==> src/rtl/spi_accel_responder.sv <==
// ADXL345-style SPI mode-3 responder: config registers plus a
// frame-coherent snapshot of the latest acceleration sample.
module spi_accel_responder #(
    parameter int         SYNC_STAGES = 2,
    parameter logic [7:0] DEVID       = 8'hE5
) (
    input  logic        sys_clk,
    input  logic        reset,
    input  logic        spi_sclk,
    input  logic        spi_cs,
    input  logic        spi_mosi,
    output logic        spi_miso,
    output logic        spi_miso_oe,
    input  logic [15:0] x_sample,
    input  logic [15:0] y_sample,
    input  logic [15:0] z_sample,
    input  logic        sample_valid,
    output logic        int1,
    output logic [7:0]  bw_rate,
    output logic [7:0]  power_ctl,
    output logic        frame_done
);

    typedef enum logic [1:0] {IDLE, CMD, DATA} state_t;

    state_t state;

    logic [SYNC_STAGES-1:0] sclk_sync;
    logic [SYNC_STAGES-1:0] cs_sync;
    logic [SYNC_STAGES-1:0] mosi_sync;
    logic sclk_prev;
    logic cs_prev;

    logic [2:0]  bitcnt;
    logic [6:0]  rx_shift;
    logic [7:0]  tx_shift;
    logic        rw;
    logic        mb;
    logic [5:0]  addr;
    logic [47:0] staging;
    logic [47:0] snapshot;
    logic        data_ready;
    logic        fresh;
    logic        read_sample;
    logic [7:0]  int_enable;
    logic [7:0]  data_format;
    logic [7:0]  rd_byte;

    logic sclk_s;
    logic cs_s;
    logic sclk_rise;
    logic sclk_fall;
    logic cs_rise;
    logic cs_fall;
    logic [7:0] rx_byte;
    logic is_sample;

    assign sclk_s    = sclk_sync[SYNC_STAGES-1];
    assign cs_s      = cs_sync[SYNC_STAGES-1];
    assign sclk_rise = sclk_s & ~sclk_prev;
    assign sclk_fall = ~sclk_s & sclk_prev;
    assign cs_rise   = cs_s & ~cs_prev;
    assign cs_fall   = ~cs_s & cs_prev;
    assign rx_byte   = {rx_shift, mosi_sync[SYNC_STAGES-1]};
    assign is_sample = (addr >= 6'h32) && (addr <= 6'h37);
    assign int1      = data_ready & int_enable[7];

    always_ff @(posedge sys_clk or posedge reset) begin
        if (reset) begin
            sclk_sync <= '1;
            cs_sync   <= '1;
            mosi_sync <= '0;
            sclk_prev <= 1'b1;
            cs_prev   <= 1'b1;
        end else begin
            sclk_sync <= {sclk_sync[SYNC_STAGES-2:0], spi_sclk};
            cs_sync   <= {cs_sync[SYNC_STAGES-2:0], spi_cs};
            mosi_sync <= {mosi_sync[SYNC_STAGES-2:0], spi_mosi};
            sclk_prev <= sclk_s;
            cs_prev   <= cs_s;
        end
    end

    always_comb begin
        rd_byte = 8'h00;
        case (addr)
            6'h00:   rd_byte = DEVID;
            6'h2C:   rd_byte = bw_rate;
            6'h2D:   rd_byte = power_ctl;
            6'h2E:   rd_byte = int_enable;
            6'h30:   rd_byte = {data_ready, 7'b0};
            6'h31:   rd_byte = data_format;
            6'h32:   rd_byte = snapshot[7:0];
            6'h33:   rd_byte = snapshot[15:8];
            6'h34:   rd_byte = snapshot[23:16];
            6'h35:   rd_byte = snapshot[31:24];
            6'h36:   rd_byte = snapshot[39:32];
            6'h37:   rd_byte = snapshot[47:40];
            default: rd_byte = 8'h00;
        endcase
    end

    always_ff @(posedge sys_clk or posedge reset) begin
        if (reset) begin
            state       <= IDLE;
            bitcnt      <= 3'd0;
            rx_shift    <= 7'd0;
            tx_shift    <= 8'd0;
            rw          <= 1'b0;
            mb          <= 1'b0;
            addr        <= 6'd0;
            spi_miso    <= 1'b0;
            spi_miso_oe <= 1'b0;
            frame_done  <= 1'b0;
            data_ready  <= 1'b0;
            fresh       <= 1'b0;
            read_sample <= 1'b0;
            staging     <= 48'd0;
            snapshot    <= 48'd0;
            bw_rate     <= 8'h0A;
            power_ctl   <= 8'h00;
            int_enable  <= 8'h00;
            data_format <= 8'h00;
        end else begin
            frame_done <= 1'b0;
            if (sample_valid) begin
                staging    <= {z_sample, y_sample, x_sample};
                data_ready <= 1'b1;
                fresh      <= 1'b1;
            end
            if (cs_rise) begin
                state       <= IDLE;
                spi_miso    <= 1'b0;
                spi_miso_oe <= 1'b0;
                frame_done  <= 1'b1;
                // a sample that arrived mid-frame was not read, keep it flagged
                if (!sample_valid && read_sample && !fresh)
                    data_ready <= 1'b0;
            end else begin
                unique case (state)
                    IDLE: begin
                        if (cs_fall) begin
                            state       <= CMD;
                            bitcnt      <= 3'd0;
                            snapshot    <= staging;
                            read_sample <= 1'b0;
                            if (!sample_valid)
                                fresh <= 1'b0;
                        end
                    end
                    CMD: begin
                        if (sclk_rise) begin
                            rx_shift <= rx_byte[6:0];
                            bitcnt   <= bitcnt + 3'd1;
                            if (bitcnt == 3'd7) begin
                                rw    <= rx_byte[7];
                                mb    <= rx_byte[6];
                                addr  <= rx_byte[5:0];
                                state <= DATA;
                            end
                        end
                    end
                    DATA: begin
                        if (sclk_fall) begin
                            if (bitcnt == 3'd0) begin
                                tx_shift    <= {rd_byte[6:0], 1'b0};
                                spi_miso    <= rw & rd_byte[7];
                                spi_miso_oe <= rw;
                                if (rw && is_sample)
                                    read_sample <= 1'b1;
                            end else begin
                                tx_shift <= {tx_shift[6:0], 1'b0};
                                spi_miso <= rw & tx_shift[7];
                            end
                        end
                        if (sclk_rise) begin
                            rx_shift <= rx_byte[6:0];
                            bitcnt   <= bitcnt + 3'd1;
                            if (bitcnt == 3'd7) begin
                                if (!rw) begin
                                    case (addr)
                                        6'h2C:   bw_rate     <= rx_byte;
                                        6'h2D:   power_ctl   <= rx_byte;
                                        6'h2E:   int_enable  <= rx_byte;
                                        6'h31:   data_format <= rx_byte;
                                        default: ;
                                    endcase
                                end
                                if (mb)
                                    addr <= addr + 6'd1;
                            end
                        end
                    end
                    default: state <= IDLE;
                endcase
            end
        end
    end

endmodule

==> config.mk <==
export PLATFORM = sky130hd
export DESIGN_NAME = spi_accel_responder
export DESIGN_NICKNAME = d
export VERILOG_FILES = /design/src/rtl/spi_accel_responder.sv
export SDC_FILE = /design/constraint.sdc
export NUM_CORES = 1
export LEC_CHECK = 0
export ABC_CLOCK_PERIOD_IN_PS = 4900
export BUFFER_PORTS_ARGS = -buffer_cell sky130_fd_sc_hd__buf_4
export CORE_MARGIN = 1.5
export CORE_UTILIZATION = 25
export DETAILED_ROUTE_END_ITERATION = 6
export PLACE_DENSITY = 0.44
export SYNTH_ARGS = -nofsm -noshare
export SYNTH_HDL_FRONTEND = slang
export SYNTH_SLANG_ARGS = --single-unit
==> constraint.sdc <==
create_clock -name sys_clk -period 4.9 [get_ports sys_clk]
set_input_delay 0.49 -clock sys_clk [delete_from_list [all_inputs] [get_ports sys_clk]]
set_output_delay 0.49 -clock sys_clk [all_outputs]
set_load 0.02 [all_outputs]
-- After elaboration in Yosys (flattened, before gate mapping)
Index checks and enable logic that the tools add are counted.
- register bits after elaboration: 170
- input port bits: 54
- output and inout bits: 20
- logic and storage cells: 137
- $add $sub $neg: 2
- order comparisons: 2
- equality and inequality tests: 28
- multiplexer cells: 38
- bitwise operators: 13
- reduce and logical (&&, ||, !) cells: 30
- operators by type and width (cell ; number):
    8-bit one-hot mux with 12 select lines ; 1
    6-bit == test, second input constant ; 11
    6-bit 2-to-1 mux ; 5
    6-bit AND reduction ; 5
    1-bit 2-to-1 mux ; 21
    2-bit != test, second input constant ; 10
    6-bit one-hot mux with 2 select lines ; 1
    3-bit AND reduction ; 4
    4-bit AND reduction ; 3
    2-bit nonzero test ; 6
    3-bit != test, second input constant ; 3
    2-bit 2-to-1 mux ; 4
    8-bit 2-to-1 mux ; 1
    1-bit AND ; 7
    7-bit AND reduction ; 1
    6-bit by 1-bit adder with 6-bit output, second input constant ; 1
    6-bit greater-or-equal comparator, second input constant ; 1
    6-bit less-or-equal comparator, second input constant ; 1
    6-bit logical NOT ; 1
    3-bit 2-to-1 mux ; 2
    1-bit NOT ; 6
    2-bit one-hot mux with 3 select lines ; 1
    3-bit one-hot mux with 2 select lines ; 1
    1-bit logical AND ; 4
    11 further kinds ; 12

-- Longest topological paths before layout
Gate-level depths: netlist of run 1.
- depth in word-level cells: 7
- gate-level depth with buffers: 9
- gate-level depth less buffers: 7

-- Worst setup path before layout of run 1
OpenSTA, ideal clock, no wires.
- path type: register -> register
- from: register cs_prev
- to: register data_format[0]
- arrival time: 1941 ps
- required time: 4775 ps
- setup slack: 2835 ps
- cell stages (with the launch flop): 8
- path buffers: 1
- cell sequence: dfstp_2 -> inv_1 -> ha_1 -> buf_2 -> nor2b_1 -> nor4b_4 -> nand3_2 -> mux2_2
- word-level cells in the longest chain between the ends: 4
- RTL lines (element ; line ; RTL):
    start, declared ; 32 ; logic cs_prev;
    start signal, assigned ; 80 ; cs_prev <= cs_s;
    1-bit NOT ; 62 ; assign cs_rise = cs_s & ~cs_prev;
    1-bit AND ; 62 ;
    via cs_rise ; 53 ; logic cs_rise;
    1-bit NOT (no line) ; n/a ;
    6-bit AND reduction (no line) ; n/a ;
    end signal, assigned ; 185 ; 6'h31: data_format <= rx_byte;
    end, declared ; 46 ; logic [7:0] data_format;
The timed path passes the listed nets, and every way through them passes these cells.
A chain may end at the register's enable or synchronous reset.

-- Worst setup path in the final report of run 1
- from: register state[0]
- to: register addr[3]
- word-level cells in the longest chain between the ends: 3
- elaborated cells on any way between the ends: 10
- those cells by class: eq/ne (7); mux (1); reduce/logical (2)
- RTL lines (element ; line ; RTL):
    start, declared ; 26 ; state_t state;
    start signal, assigned ; 105 ; state <= IDLE;
    start signal, assigned ; 132 ; state <= IDLE;
    start signal, assigned ; 143 ; state <= CMD;
    2-bit by 1-bit == test with 1-bit output / 2-bit == test (equally long branches) ; 140 ; unique case (state)
    2-bit != test (no line) / 2-bit nonzero test (equally long branches) ; n/a ;
    7-bit AND reduction (no line) ; n/a ;
    end signal, assigned ; 158 ; addr <= rx_byte[5:0];
    end signal, assigned ; 190 ; addr <= addr + 6'd1;
    end, declared ; 39 ; logic [5:0] addr;
Several ways; a longest one is shown, not always the timed one.

==> flow_metrics.py, run 1 <==
metrics = {
    "routing": {
        "wl_mm": 18.7,
        "drc": 0,
        "wl_per_cell_um": 18.5,
        "vias_per_cell": 4.78,
        "vias": 4841,
        "drt_iter0_markers": 410,
        "drtAntennaViolNets": 0,
        "first_pass_iters": 5,
    },
    "synthesis": {
        "yosys.area_share.simple_pct": 7.05,
        "synthTopCellsByArea": "dfrtp_1 (54%), mux2_2 (21%), dfstp_2 (2.8%), ha_1 (2.4%), nand2_1 (1.4%)",
        "syn_nets": 624,
        "synth-edff-count": 0,
        "async_reset_ff_share_pct": 100,
        "synth.top_cell.area_share_pct": 54.4,
        "yosysUniqueCellTypes": 58,
        "ys_seq_elements": 169,
        "ys.flop_type": "dfrtp_1",
        "synthXorXnorAreaFrac_pct": 0,
        "ys_seq_area_share_pct": 57.2,
        "synth_compound_area_share_pct": 9.31,
        "synthMuxAreaShare_pct": 21.3,
        "netlist_area_um2": 7410,
        "yosysTopAreaCell": "dfrtp_1",
        "synth_top_family_by_area": "multiplexers",
        "yosys_warnings": 0,
        "syn_area_per_cell_um2": 13.3,
        "syn_inst": 556,
        "synthAdderAreaFrac_pct": 2.37,
    },
    "placed_design": {
        "io_buffers": 73,
        "place_congestion": 0.785,
        "dp.cells": 980,
        "dp_hpwl_mm": 12.8,
    },
    "timing": {
        "drv_slew": 0,
        "worst_slew_pin_slew_ns": 1.20,
        "final_hold_viol_count": 0,
        "setup_viol": 0,
        "slew_headroom_pct": 19.6,
        "fin_crit_ns": 2.78,
        "fin_crit_sh_pct": 56.7,
        "rsz0062_at_grt": "false",
        "finClkSkew_ns": 0.0113,
        "setup-tns-final_ns": 0,
        "clock.fmax_mhz": 360,
    },
    "critical_path": {
        "end_kind": "register",
        "cp_data_required_time_ns": 5.22,
        "cp_max_fo": 12,
        "worstRegToRegCells": 6,
        "arrival_ns": 3.09,
        "startpoint": "state[0]",
        "r2r-end": "addr[3]",
        "crit_slowest_cell": "nor3_1",
        "cp-endpoint": "addr[3]",
        "ff2ff_setup_slack_ns": 2.12,
        "cpPeakStageDelay_ns": 0.93,
        "path_cells": "inv_1 -> ha_1 -> mux2i_1 -> nor3_1 -> nand2_1 -> o221a_2",
        "crit_path_start_kind": "register",
        "timing.rr.start": "state[0]",
        "criticalPathCategory": "reg2reg",
    },
    "clock_tree": {
        "cts_root_buf": "clkbuf_16",
        "insertion_delay_ns": 0.44,
        "cts-htree-levels": 4,
        "hold_buffers": 0,
        "cts_made_buffers": 17,
        "clk_pin_slew_ns": 0.07,
        "clock_sinks": 169,
        "tritoncts": "done",
        "clockBufferDepth": 2,
        "cts_setup_buffers": 0,
        "cts_resized": 0,
    },
    "final_layout": {
        "instances_no_fill": 1012,
        "area_delta_synth_final_pct": 19.8,
        "multiInputGateArea_um2": 2960,
        "final_nets": 683,
        "drive_above_1_share_pct": 42.4,
        "final_cell_mix": "dfrtp_1 (161), mux2_2 (138), buf_4 (73)",
        "final-seq-area_um2": 4240,
        "layout_commonest_cell": "dfrtp_1",
        "n_antenna_cell": 0,
        "fill_cells": 2911,
    },
    "floorplanning": {
        "core_um2": 28900,
        "initial_core_util_pct": 25.6,
        "die_y_um": 175,
        "num_rows": 62,
        "die_w_um": 175,
        "dieArea_um2": 30700,
        "ios": 74,
    },
    "global_routing": {
        "grt_pass1_vias": 5065,
        "antenna_found_initial": 0,
        "track_usage_pct": 12.8,
        "grt_overflow_total": 0,
        "grt_pass1_wl_mm": 30.0,
        "grt_max_degree": 170,
    },
    "outcome": {
        "status": "completed",
    },
    "job": {
        "cap_violations": 0,
    },
    "worst_hold_path": {
        "hp-class": "in2reg",
        "holdPathStages": 1,
    },
    "power": {
        "power_mw": 3.75,
        "p_leak_nw": 3.81,
        "ir_worst_vdd_mv": 0.211,
        "power.density_nw_per_um2": 422,
    },
}
-- cell usage after synthesis, types with 2 or more instances --
cell / count
dfstp_2: 8
buf_2: 9
buf_1: 7
a31oi_1: 4
nor2_1: 13
nand2_1: 27
a222oi_1: 10
o221ai_1: 6
and4b_1: 2
clkbuf_1: 15
nor2b_1: 3
inv_1: 13
nand4b_1: 2
a221o_1: 4
buf_6: 2
o22ai_1: 3
mux2i_1: 2
o221a_2: 3
nand3b_1: 3
mux2_2: 138
a22oi_1: 11
nand2b_1: 4
and2_1: 3
and4_1: 2
nand4_1: 2
o21ai_0: 18
dfrtp_1: 161
o211ai_1: 2
nor3_1: 2
a21oi_1: 19
ha_1: 14
and3_1: 4
nand2_2: 3
a211oi_2: 3
nand3_1: 10
and3b_1: 2
-- worst min-delay path by stage --
stage                 start      endpoint  slack (ns)
5_1_grt            spi_mosi  mosi_sync[0]        0.14
3_3_place_gp   mosi_sync[0]  mosi_sync[1]        0.34
2_1_floorplan  mosi_sync[0]  mosi_sync[1]        0.33
6_report           spi_sclk  sclk_sync[0]        0.16
3_5_place_dp   mosi_sync[0]  mosi_sync[1]        0.34
4_1_cts            spi_sclk  sclk_sync[0]        0.15
-- logic make-up after synthesis --
logic type / count (synthesis)
AO/OA/AOI/OAI: 95
adder cells (fa/ha/maj): 14
buffers and inverters: 47
flip-flops: 169
multiplexers: 140
AND/OR/NAND/NOR: 91
-- report_power, final --
part	switching, mW	internal [mW]	leakage [nW]	total [mW]
clock	0.624	0.673	0.268	1.30
combinational	0.222	0.304	1.44	0.526
sequential	0.245	1.68	2.10	1.92
-- metrics by stage --
| stage | hold WS (ns) | area [µm²] | worst slack, ns | utilization (%) |
|---|---|---|---|---|
| 3_5_place_dp | 0.336 | 8300 | 2.10 | 28.7 |
| 2_1_floorplan | 0.331 | 7410 | 2.26 | - |
| 4_1_cts | 0.152 | 8870 | 2.11 | 30.7 |
| 5_1_grt | 0.140 | 8870 | 1.84 | 30.7 |
| 6_report | 0.163 | 8870 | 2.12 | 30.7 |
| 3_3_place_gp | 0.342 | 8300 | 2.25 | 28.7 |
-- registers in the layout, summed over array words and instances, names as in the netlist, 3 cells and up --
name	cells
addr	6
bitcnt	3
power_ctl	8
snapshot	48
staging	48
tx_shift	7
data_format	8
int_enable	8
rx_shift	7
bw_rate	8
-- layout make-up --
cell class                 instances  share of cell area [%]
clock inverter                    14                    1.55
tap                              384                    5.42
multi-input combinational        340                    33.4
timing repair buffer              74                    6.40
inverter                          13                   0.592
sequential                       169                    47.8
clock buffer                      18                    4.84
-- critical path, delay by kind of cell, from the launching register on --
family / cells / cell delay (ns)
DFF: 1 / 0.42
and+or+nand+nor: 2 / 1.23
muxes: 1 / 0.16
adders and majority gates: 1 / 0.43
AOI/OAI and AO/OA: 1 / 0.32
buffers and inverters: 1 / 0.10
-- layer usage --
metal	GRT usage, %	up-vias	part of all wire, %	routed length, µm
li1	-	2163	-	-
met1	16.7	2522	45	8440
met2	20.8	129	49	9140
met3	3.05	27	3.9	737
met4	4.59	0	2.1	388
met5	0	-	0	0
Power figures use the tool's default switching activity.
==> inputs of run 2 (changes only) <==
ABC_AREA = 1   (was default)
ABC_CLOCK_PERIOD_IN_PS = 2700   (was 4900)
PLACE_DENSITY = 0.42   (was 0.44)
clock period = 2.7 ns   (was 4.9 ns; I/O delays follow)
==> flow_metrics.py, run 2 <==
metrics = {
    "final_layout": {
        "fin_area_um2": 9180,
        "n_antenna_cell": 0,
        "area_delta_synth_final_pct": 22.1,
        "final_nets": 1009,
        "drive_above_1_share_pct": 16.7,
        "reg_top3": "snapshot (48), staging (48)",
        "final_cell_mix": "nand2_1 (279), dfrtp_1 (161), o21ai_0 (125)",
        "layout_commonest_cell": "nand2_1",
    },
    "power": {
        "p_int_mw": 5.11,
        "switching_share_pct": 30.3,
        "switching_power_mw": 2.22,
        "p_leak_nw": 4.44,
        "power.density_nw_per_um2": 798,
        "p_clk_share_pct": 36.9,
        "power_frac_seq_pct": 45.9,
        "power_mw": 7.33,
        "pwr-share-comb_pct": 17.2,
        "ir_worst_vdd_mv": 0.335,
    },
    "clock_tree": {
        "cts_resized": 0,
        "clockBufferDepth": 2,
        "tritoncts": "done",
        "cts-htree-levels": 4,
        "insertion_delay_ns": 0.43,
        "clock_sinks": 169,
        "cts_made_buffers": 17,
        "cts_root_buf": "clkbuf_16",
        "clk_pin_slew_ns": 0.07,
    },
    "worst_hold_path": {
        "hp-class": "in2reg",
    },
    "timing": {
        "finClkSkew_ns": 0.0127,
        "drv_slew": 0,
        "rsz0062_at_grt": "false",
        "slew_headroom_pct": 47.3,
        "fin_crit_sh_pct": 78.8,
        "clock.fmax_mhz": 470,
        "fin_crit_ns": 2.13,
        "final_hold_viol_count": 0,
        "setup_viol": 0,
        "holdWs_ns": 0.0364,
        "setup-tns-final_ns": 0,
        "worst_slew_pin_slew_ns": 0.791,
    },
    "placed_design": {
        "placed_area_um2": 8490,
        "place_congestion": 0.832,
        "io_buffers": 73,
        "dp_hpwl_mm": 14.1,
    },
    "critical_path": {
        "crit_top_cell": "nand2_1",
        "ff2ff_setup_slack_ns": 0.57,
        "path_buf_inv": 2,
        "crit_path_start_kind": "register",
        "crit_family": "simple AND/OR/NAND/NOR gates",
        "cpPeakStageDelay_ns": 0.55,
        "end_kind": "register",
        "path_cells": "inv_1 -> ha_1 -> inv_2 -> nand2_1 -> nor3_4 -> nand2_2 -> nand2_1 -> o21ai_2",
        "crit_slowest_cell": "dfstp_2",
        "cp_max_fo": 16,
        "arrival_ns": 2.43,
        "cp_data_required_time_ns": 3.01,
        "criticalPathCategory": "reg2reg",
    },
    "synthesis": {
        "synth-edff-count": 0,
        "syn_inst": 869,
        "synthTopCellsByArea": "dfrtp_1 (54%), nand2_1 (14%), o21ai_0 (8.3%), inv_1 (4.4%), dfstp_2 (2.8%)",
        "syn_nets": 937,
        "yosysUniqueCellTypes": 33,
        "ys.flop_type": "dfrtp_1",
        "ys_seq_area_share_pct": 56.3,
        "netlist_area_um2": 7520,
        "ys_seq_elements": 169,
        "async_reset_ff_share_pct": 100,
        "synth.top_cell.area_share_pct": 53.6,
        "yosys-top-cells-count": "nand2_1 (280), dfrtp_1 (161), o21ai_0 (125)",
        "syn_area_per_cell_um2": 8.66,
        "yosysMostFrequentCell": "nand2_1",
        "yosysTopAreaCell": "dfrtp_1",
        "yosys_warnings": 0,
    },
    "routing": {
        "first_pass_iters": 5,
        "wl_per_cell_um": 14.7,
        "met2WireLength_mm": 8.61,
        "drc": 0,
        "route.met3.wl_um": 681,
        "vias": 5719,
        "wl_mm": 19.7,
        "wl_met1_mm": 10.1,
        "drt_iter0_markers": 433,
        "vias_per_cell": 4.26,
        "drtAntennaViolNets": 0,
        "top_layer": "met4",
    },
    "floorplanning": {
        "ios": 74,
        "die_y_um": 176,
        "die_w_um": 176,
        "core_um2": 29600,
        "dieArea_um2": 31100,
        "num_rows": 63,
        "initial_core_util_pct": 25.4,
    },
    "job": {
        "cap_violations": 0,
    },
    "global_routing": {
        "track_usage_pct": 13.3,
        "antenna_found_initial": 0,
        "grt_max_degree": 120,
        "grt_pass1_vias": 5696,
        "grt_pass1_wl_mm": 31.7,
        "grt_overflow_total": 0,
    },
    "outcome": {
        "status": "completed",
    },
}
run 2: cells by family after synthesis:
family / count (synthesis) / share of synthesized area (%)
AOI/OAI and AO/OA: 181 / 13.2
xor gates and xnor gates: 2 / 0.233
adders and majority gates: 14 / 2.33
buffers and inverters: 124 / 6.74
DFF: 169 / 56.3
and+or+nand+nor: 379 / 21.2
run 2: metal layers:
metal	GRT usage [%]	vias up
met1	19.1	2676
met3	2.54	19
met2	20.2	98
met4	3.92	0
met5	0	-
li1	-	2926
run 2: power groups by stage:
stage | Combinational [mW] | Sequential [mW] | Clock [mW]
finish | 1.26 | 3.36 | 2.70
global placement | 1.27 | 3.41 | 0
global route | 1.50 | 3.44 | 2.87
detailed placement | 1.29 | 3.41 | 0
CTS | 1.30 | 3.37 | 2.78
floorplan | 0.908 | 3.32 | 0
run 2: worst paths after layout:
kind	start	to	cells after the start
min reg2reg	sclk_sync[0]	sclk_sync[1]	0
min in group asynchronous	reset	rx_shift[5]	4
max	cs_prev	bw_rate[2]	8
min	y_sample[3]	staging[19]	3
max in group asynchronous	reset	tx_shift[3]	4
max reg2reg	cs_prev	bw_rate[2]	8
run 2: worst reg2reg max path: cells and delay by family (launching register included):
family	cells	cell delay (ns)
buffers and inverters	2	0.20
AOI/OAI and AO/OA	1	0.06
and+or+nand+nor	4	0.92
DFF	1	0.55
adders and majority gates	1	0.29
run 2: per-stage QoR:
stage                     utilization (%)  worst slack (ns)  std cells
after global placement               28.7             0.629       1308
after global routing                 31.0             0.385       1344
final                                31.0             0.572       1344
after CTS                            31.0             0.558       1344
after detailed placement             28.7             0.583       1308
after floorplan                         -             0.282        869
run 2: layout make-up:
class / instances / area [µm²]
Clock buffer: 18 / 439
Clock inverter: 14 / 211
Fill cell: 3263 / 20500
Inverter: 95 / 363
Multi-Input combinational cell: 576 / 2780
Sequential cell: 169 / 4240
Tap cell: 390 / 488
Timing Repair Buffer: 82 / 663
run 2: repair_timing:
item                      CTS  global route
setup buffers               0             0
hold endpoints to repair   46             0
hold buffers                4             0
